<file path="src/rtl/fish_render_arbiter.sv">
// rtl/fish_render_arbiter.sv - shared-ROM fish sprite arbiter and compositor
// Optional FISH_FLIP_EN: per-fish horizontal mirroring of the sprite column.
module fish_render_arbiter #(
  parameter int NUM_FISH = 4,
  parameter int SPR_W    = 15,
  parameter int SPR_H    = 8
) (
  input  logic        clk,
  input  logic        rst_n,
  input  logic [9:0]  hc,
  input  logic [9:0]  vc,
  input  logic        bright,
  input  logic        frame_start,
  input  logic [11:0] bg_color,
  input  logic        pos_wr_en,
  input  logic [2:0]  pos_wr_idx,
  input  logic [9:0]  pos_wr_x,
  input  logic [9:0]  pos_wr_y,
  input  logic        pos_wr_vis,
  input  logic        pos_wr_flip,
  output logic [2:0]  spr_row,
  output logic [3:0]  spr_col,
  input  logic [11:0] spr_data,
  output logic [11:0] rgb,
  output logic        collision
);

  logic [9:0]          sh_x  [NUM_FISH];
  logic [9:0]          sh_y  [NUM_FISH];
  logic [9:0]          act_x [NUM_FISH];
  logic [9:0]          act_y [NUM_FISH];
  logic [NUM_FISH-1:0] sh_vis, act_vis;

  logic [9:0]          dx [NUM_FISH];
  logic [9:0]          dy [NUM_FISH];
  logic [NUM_FISH-1:0] hit;
  logic                any_hit, multi_hit;
  logic [3:0]          dx_win, col_win;
  logic [2:0]          dy_win;

  logic                s1_hit, s1_bright, s1_multi;
  logic [11:0]         s1_bg;
  logic                s2_hit, s2_bright;
  logic [11:0]         s2_bg;
  logic                coll_acc, coll_set;

`ifdef FISH_FLIP_EN
  logic [NUM_FISH-1:0] sh_flip, act_flip;
  logic                flip_win;

  always_ff @(posedge clk or negedge rst_n) begin
    if (!rst_n) begin
      sh_flip  <= '0;
      act_flip <= '0;
    end else begin
      for (int i = 0; i < NUM_FISH; i++) begin
        if (frame_start) act_flip[i] <= sh_flip[i];
        if (pos_wr_en && pos_wr_idx == 3'(i)) sh_flip[i] <= pos_wr_flip;
      end
    end
  end

  assign col_win = flip_win ? 4'(SPR_W - 1) - dx_win : dx_win;
`else
  logic unused_flip;
  assign unused_flip = pos_wr_flip;
  assign col_win     = dx_win;
`endif

  // Commit reads the shadow before any same-edge write lands in it.
  always_ff @(posedge clk or negedge rst_n) begin
    if (!rst_n) begin
      for (int i = 0; i < NUM_FISH; i++) begin
        sh_x[i]  <= '0;
        sh_y[i]  <= '0;
        act_x[i] <= '0;
        act_y[i] <= '0;
      end
      sh_vis  <= '0;
      act_vis <= '0;
    end else begin
      for (int i = 0; i < NUM_FISH; i++) begin
        if (frame_start) begin
          act_x[i]   <= sh_x[i];
          act_y[i]   <= sh_y[i];
          act_vis[i] <= sh_vis[i];
        end
        if (pos_wr_en && pos_wr_idx == 3'(i)) begin
          sh_x[i]   <= pos_wr_x;
          sh_y[i]   <= pos_wr_y;
          sh_vis[i] <= pos_wr_vis;
        end
      end
    end
  end

  // Unsigned wrap makes pixels left of / above a fish miss naturally.
  always_comb begin
    for (int i = 0; i < NUM_FISH; i++) begin
      dx[i]  = hc - act_x[i];
      dy[i]  = vc - act_y[i];
      hit[i] = act_vis[i] && (dx[i] < 10'(SPR_W)) && (dy[i] < 10'(SPR_H));
    end
  end

  always_comb begin
    any_hit   = 1'b0;
    multi_hit = 1'b0;
    dx_win    = '0;
    dy_win    = '0;
`ifdef FISH_FLIP_EN
    flip_win  = 1'b0;
`endif
    for (int i = 0; i < NUM_FISH; i++) begin
      if (hit[i]) begin
        if (any_hit) begin
          multi_hit = 1'b1;
        end else begin
          dx_win = dx[i][3:0];
          dy_win = dy[i][2:0];
`ifdef FISH_FLIP_EN
          flip_win = act_flip[i];
`endif
        end
        any_hit = 1'b1;
      end
    end
  end

  assign coll_set = s1_multi & s1_bright;

  always_ff @(posedge clk or negedge rst_n) begin
    if (!rst_n) begin
      spr_row   <= '0;
      spr_col   <= '0;
      s1_hit    <= 1'b0;
      s1_bright <= 1'b0;
      s1_multi  <= 1'b0;
      s1_bg     <= '0;
      s2_hit    <= 1'b0;
      s2_bright <= 1'b0;
      s2_bg     <= '0;
      rgb       <= '0;
      coll_acc  <= 1'b0;
      collision <= 1'b0;
    end else begin
      if (any_hit) begin
        spr_row <= dy_win;
        spr_col <= col_win;
      end
      s1_hit    <= any_hit;
      s1_bright <= bright;
      s1_multi  <= multi_hit;
      s1_bg     <= bg_color;
      s2_hit    <= s1_hit;
      s2_bright <= s1_bright;
      s2_bg     <= s1_bg;
      if (!s2_bright)                              rgb <= '0;
      else if (!s2_hit || spr_data == 12'h000)     rgb <= s2_bg;
      else                                         rgb <= spr_data;
      if (frame_start) begin
        collision <= coll_acc | coll_set;
        coll_acc  <= 1'b0;
      end else if (coll_set) begin
        coll_acc  <= 1'b1;
      end
    end
  end

endmodule

</file>
<file path="config.mk">
export PLATFORM = sky130hd
export DESIGN_NAME = fish_render_arbiter
export DESIGN_NICKNAME = d
export VERILOG_FILES = /design/src/rtl/fish_render_arbiter.sv
export SDC_FILE = /design/constraint.sdc
export NUM_CORES = 1
export LEC_CHECK = 0
export BUFFER_PORTS_ARGS = -buffer_cell sky130_fd_sc_hd__buf_2
export CORE_MARGIN = 4
export CORE_UTILIZATION = 40
export CTS_CLUSTER_DIAMETER = 40
export DETAILED_ROUTE_END_ITERATION = 16
export GPL_ROUTABILITY_DRIVEN = 0
export HOLD_SLACK_MARGIN = 0.08
export PLACE_DENSITY = 0.55
export SYNTH_ARGS = -nofsm -noshare
export SYNTH_HDL_FRONTEND = slang
export SYNTH_SLANG_ARGS = --single-unit
</file>
<file path="constraint.sdc">
create_clock -name clk -period 4.5 [get_ports clk]
set_clock_uncertainty 0.05 [all_clocks]
set_input_delay 0.45 -clock clk [delete_from_list [all_inputs] [get_ports clk]]
set_output_delay 0.45 -clock clk [all_outputs]
set_load 0.02 [all_outputs]
</file>
==> results.md <==
- The flow ran to the end, and the final reports show no timing, DRC or antenna violations.
- The fraction of final layout cells sized beyond drive strength 1 is 21.52%.
- The floorplan row count is 63.
- Setup repair after global routing left no endpoint under its margin.
- The number of H-tree levels is 1.
- For this design the total switching power over the nets is 2.214 mW.
- The total nets after synthesis is 1325.
- The total negative slack for setup checks is 0 ns.
- The root cell of the clock tree is sky130_fd_sc_hd__clkbuf_16.
- CTS saw between 200 and 250 sinks.
- The arrival time of data at the critical path endpoint is 4.22 ns.
- The cell area power density is 481.5 mW/mm2.
- Setup violations remaining at the end of the flow were counted as 0.
- The first global-routing pass estimated between 40 and 50 mm of wire.
- The number of hold-slack violations in the final timing report was 0.
- The number of hold buffers added after CTS was 14.
- Registers are responsible for between 30% and 40% of the overall power.
- Combinational logic is responsible for 29.7% of the overall power.
- The maximum operating frequency is 264.3 MHz.
- Entering global routing, the biggest net connects approximately 120 pins.
- The launching element type of the critical path is a flop.
- The total of cells resized after clock tree synthesis is 0.
- Global routing consumed, over all layers together, 18.65% of the routing resources.
- STA classifies the critical path endpoint as a flop.
- TritonCTS created 31 clock buffers.
- The critical-path maximum fanout is 9.
- The CTS tree is done.
- The die boundary height is 181.5 um.
- The synthesis-to-finish area growth is 17.54%.
- The pre-CTS worst setup slack is 0.5421 ns.
- The synthesized area per cell is between 10 and 15 um2.
- The global routing met2 resource utilization is just over 30%.
- Overall power consumption after layout is estimated at just under 7 mW.
- Measured along the x axis, the die boundary spans roughly 180 um.
- Synthesis handed over a netlist of 1171 instances.
- For the worst setup path, the data required time is 4.93 ns.
- After synthesis the netlist holds a flip-flop and latch count of 218.
- The library cell used most frequently in the layout, excluding fill and tap cells, is sky130_fd_sc_hd__dfrtp_1.
- Measured on the finished design, the core utilization comes to 47.75%.
- The instance count after placement with tap cells included is 1626.
- In this run, synthesis inferred 0 flip-flops with an integrated enable.
- The finished cells cover 0.01415 mm2.
- The time the worst path needs with I/O delays and setup is 3.784 ns.
- In the layout the commonest cells are 218 x sky130_fd_sc_hd__dfrtp_1, 116 x sky130_fd_sc_hd__nand2_1, 106 x sky130_fd_sc_hd__mux2_2, 91 x sky130_fd_sc_hd__o21ai_0, 90 x sky130_fd_sc_hd__buf_2.
- The total of max-cap violations is 0.
- Port buffering added 92 buffers.
- Hold is met by 0.1147 ns.
- The number of pins exceeding their max-slew limit in the final report is 0.
- The most used flip-flop cell after synthesis is sky130_fd_sc_hd__dfrtp_1.
- The number of antenna violations at the first check in global routing is 1.
- Global routing used 26.66% of the available met1 tracks.
- The DRC violation count after routing is 0.
- Measured against its own limit, the worst slew margin works out to 40.05%.
- The final layout contains 1437 nets.
- The sequential fraction of the synthesis area is 45.31%.
- The starting density of the core is 40.62%.
- During synthesis, Yosys emitted a total of 0 warnings.
- The peak-usage layer in the global routing report is met2.
- The clock latency of the later-clocked register in the worst-skew pair is ~0.55 ns.
- The number of distinct library cell variants in the gate-level netlist after synthesis is 74.
- The critical path in this run is classified as flop to flop.
- After detailed placement, the total cell area comes to roughly 0.013 mm2.
- The class of the most critical hold timing path is input port to flop.
- The worst voltage drop across the vdd grid is 0.3409 mV.
- The number of top-level design ports is 94.
- Net switching is 32.50% of the power.
- The iteration-0 DRC count of the detailed router is 628.
- Of the available clock period, the critical path in the final layout requires 84.08%.
- The fraction of power consumed by the clock network is 34.3%.
- The via count is 9165.
- Summed over all layers, the routed wires come to 31.28 mm.
- The half-perimeter wire length after detailed placement is 23.49 mm.
- The count of placed standard cells in the final layout, fillers left out is 1696.
- Setup slack on the critical path of the routed design comes to 0.7162 ns.
- The remaining antenna violation count after routing is 0.
- In this run the cell area of the synthesized design comes to 0.01204 mm2.
- Dividing the detail-routed via count by the number of cells gives 5.404.
- The number of setup buffers added after CTS is 0.
- For the pin with the worst max-slew slack, the measured transition is 0.8879 ns.
- The met3 global-route usage is 2.564%.
- The repair_antennas step left the layout with diodes totalling 0.
- The fraction of registers with async set or reset after synthesis is 100.0%.
- The clock-pin slew on the worst setup and hold paths is 0.06 ns.
- The total congestion overflow is 0.
- After detailed routing, the average wire length per cell comes to 18.44 um.
- The static leakage power is 6.441 nW.
- The internal portion of the total power is 4.599 mW.
- No sink is reached through more buffers than the 3 on the longest clock path.
- The floorplan core area is around 0.030 mm2.
- Before antenna repair, the detailed router went through 5 iterations.
- The floorplan step defined a die boundary enclosing approximately 0.033 mm2.
- The number of global-route vias before repair is 9083.
## worst max-delay path: stages (launching register included)
cell                       delay, ns
sky130_fd_sc_hd__dfrtp_1        0.36
sky130_fd_sc_hd__inv_1          0.13
sky130_fd_sc_hd__ha_1           0.24
sky130_fd_sc_hd__nor2b_1        0.14
sky130_fd_sc_hd__o311ai_0       0.74
sky130_fd_sc_hd__o221ai_1       0.19
sky130_fd_sc_hd__o31a_1         0.17
sky130_fd_sc_hd__nor4b_1        0.63
sky130_fd_sc_hd__and4b_1        0.54
sky130_fd_sc_hd__a211oi_1       0.13
sky130_fd_sc_hd__a211o_1        0.33
sky130_fd_sc_hd__nand2_1        0.07
## layer usage
metal	share of wire, %	wire length [um]	vias up
met5	0.042	13	-
met4	1.7	539	2
met3	4.3	1345	38
met2	46	14510	192
met1	48	14870	4489
li1	-	-	4444
## sequential cells by signal, summed over array words and instances (netlist names), 3 cells and up
name     count
spr_col      4
sh_x        40
sh_vis       4
act_y       40
s1_bg       12
s2_bg       12
spr_row      3
act_vis      4
sh_y        40
rgb         12
act_x       40
## power groups by stage
| stage | registers (mW) | logic, mW | clock network, mW |
|---|---|---|---|
| after global routing | 2.50 | 2.25 | 2.48 |
| after global placement | 2.49 | 1.97 | 0 |
| after CTS | 2.46 | 2.02 | 2.40 |
| after detailed placement | 2.49 | 2.00 | 0 |
| final | 2.46 | 2.02 | 2.33 |
| after floorplan | 2.46 | 1.41 | 0 |
## synthesized netlist by cell type, types with 10 or more instances
master | instances | area [um2]
sky130_fd_sc_hd__xnor2_1 | 15 | 131.4
sky130_fd_sc_hd__o21a_1 | 10 | 75.07
sky130_fd_sc_hd__clkbuf_1 | 33 | 123.9
sky130_fd_sc_hd__nor3_1 | 21 | 105.1
sky130_fd_sc_hd__o211ai_1 | 10 | 75.07
sky130_fd_sc_hd__ha_1 | 72 | 900.9
sky130_fd_sc_hd__a21oi_1 | 46 | 230.2
sky130_fd_sc_hd__nor2b_1 | 22 | 137.6
sky130_fd_sc_hd__xor2_1 | 15 | 131.4
sky130_fd_sc_hd__nor2_1 | 42 | 157.7
sky130_fd_sc_hd__dfrtp_1 | 218 | 5455
sky130_fd_sc_hd__a21o_1 | 19 | 142.6
sky130_fd_sc_hd__mux2_2 | 106 | 1194
sky130_fd_sc_hd__inv_1 | 89 | 334.1
sky130_fd_sc_hd__a21boi_0 | 13 | 97.59
sky130_fd_sc_hd__nand2b_1 | 17 | 106.4
sky130_fd_sc_hd__nor4_1 | 11 | 68.82
sky130_fd_sc_hd__o21ai_0 | 91 | 455.4
sky130_fd_sc_hd__nand2_1 | 116 | 435.4
sky130_fd_sc_hd__nand3_1 | 18 | 90.09
## layout make-up
| class | count | area, um2 |
|---|---|---|
| Multi-Input combinational cell | 824 | 6127 |
| Clock buffer | 37 | 828.3 |
| Timing Repair Buffer | 118 | 728.2 |
| Tap cell | 390 | 488.0 |
| Fill cell | 2856 | 15490 |
| Sequential cell | 218 | 5455 |
| Clock inverter | 19 | 186.4 |
| Inverter | 90 | 337.8 |
## path summary, 6_finish.rpt
check,from,slack (ns),to,cells past startpoint
setup / recovery,act_x[11],0.72,spr_col[3],11
hold / removal,spr_data[9],0.11,rgb[9],3
setup reg to reg,act_x[11],0.72,spr_col[3],11
hold reg to reg,s1_bg[2],0.30,s2_bg[2],0
max in group asynchronous,rst_n,2.90,sh_x[38],3
min in group asynchronous,rst_n,0.53,rgb[9],2
## logic make-up (layout without fill, tap and decap cells)
group,Yosys count,count (layout),share of synthesized area [%]
adders and majority gates,81,81,8.907
and+or+nand+nor,321,321,13.75
muxes,113,113,10.50
DFF,218,218,45.31
AOI/OAI and AO/OA,279,279,15.26
xor gates and xnor gates,30,30,2.183
buffers and inverters,129,264,4.095
(Power assumes the default switching activity.)
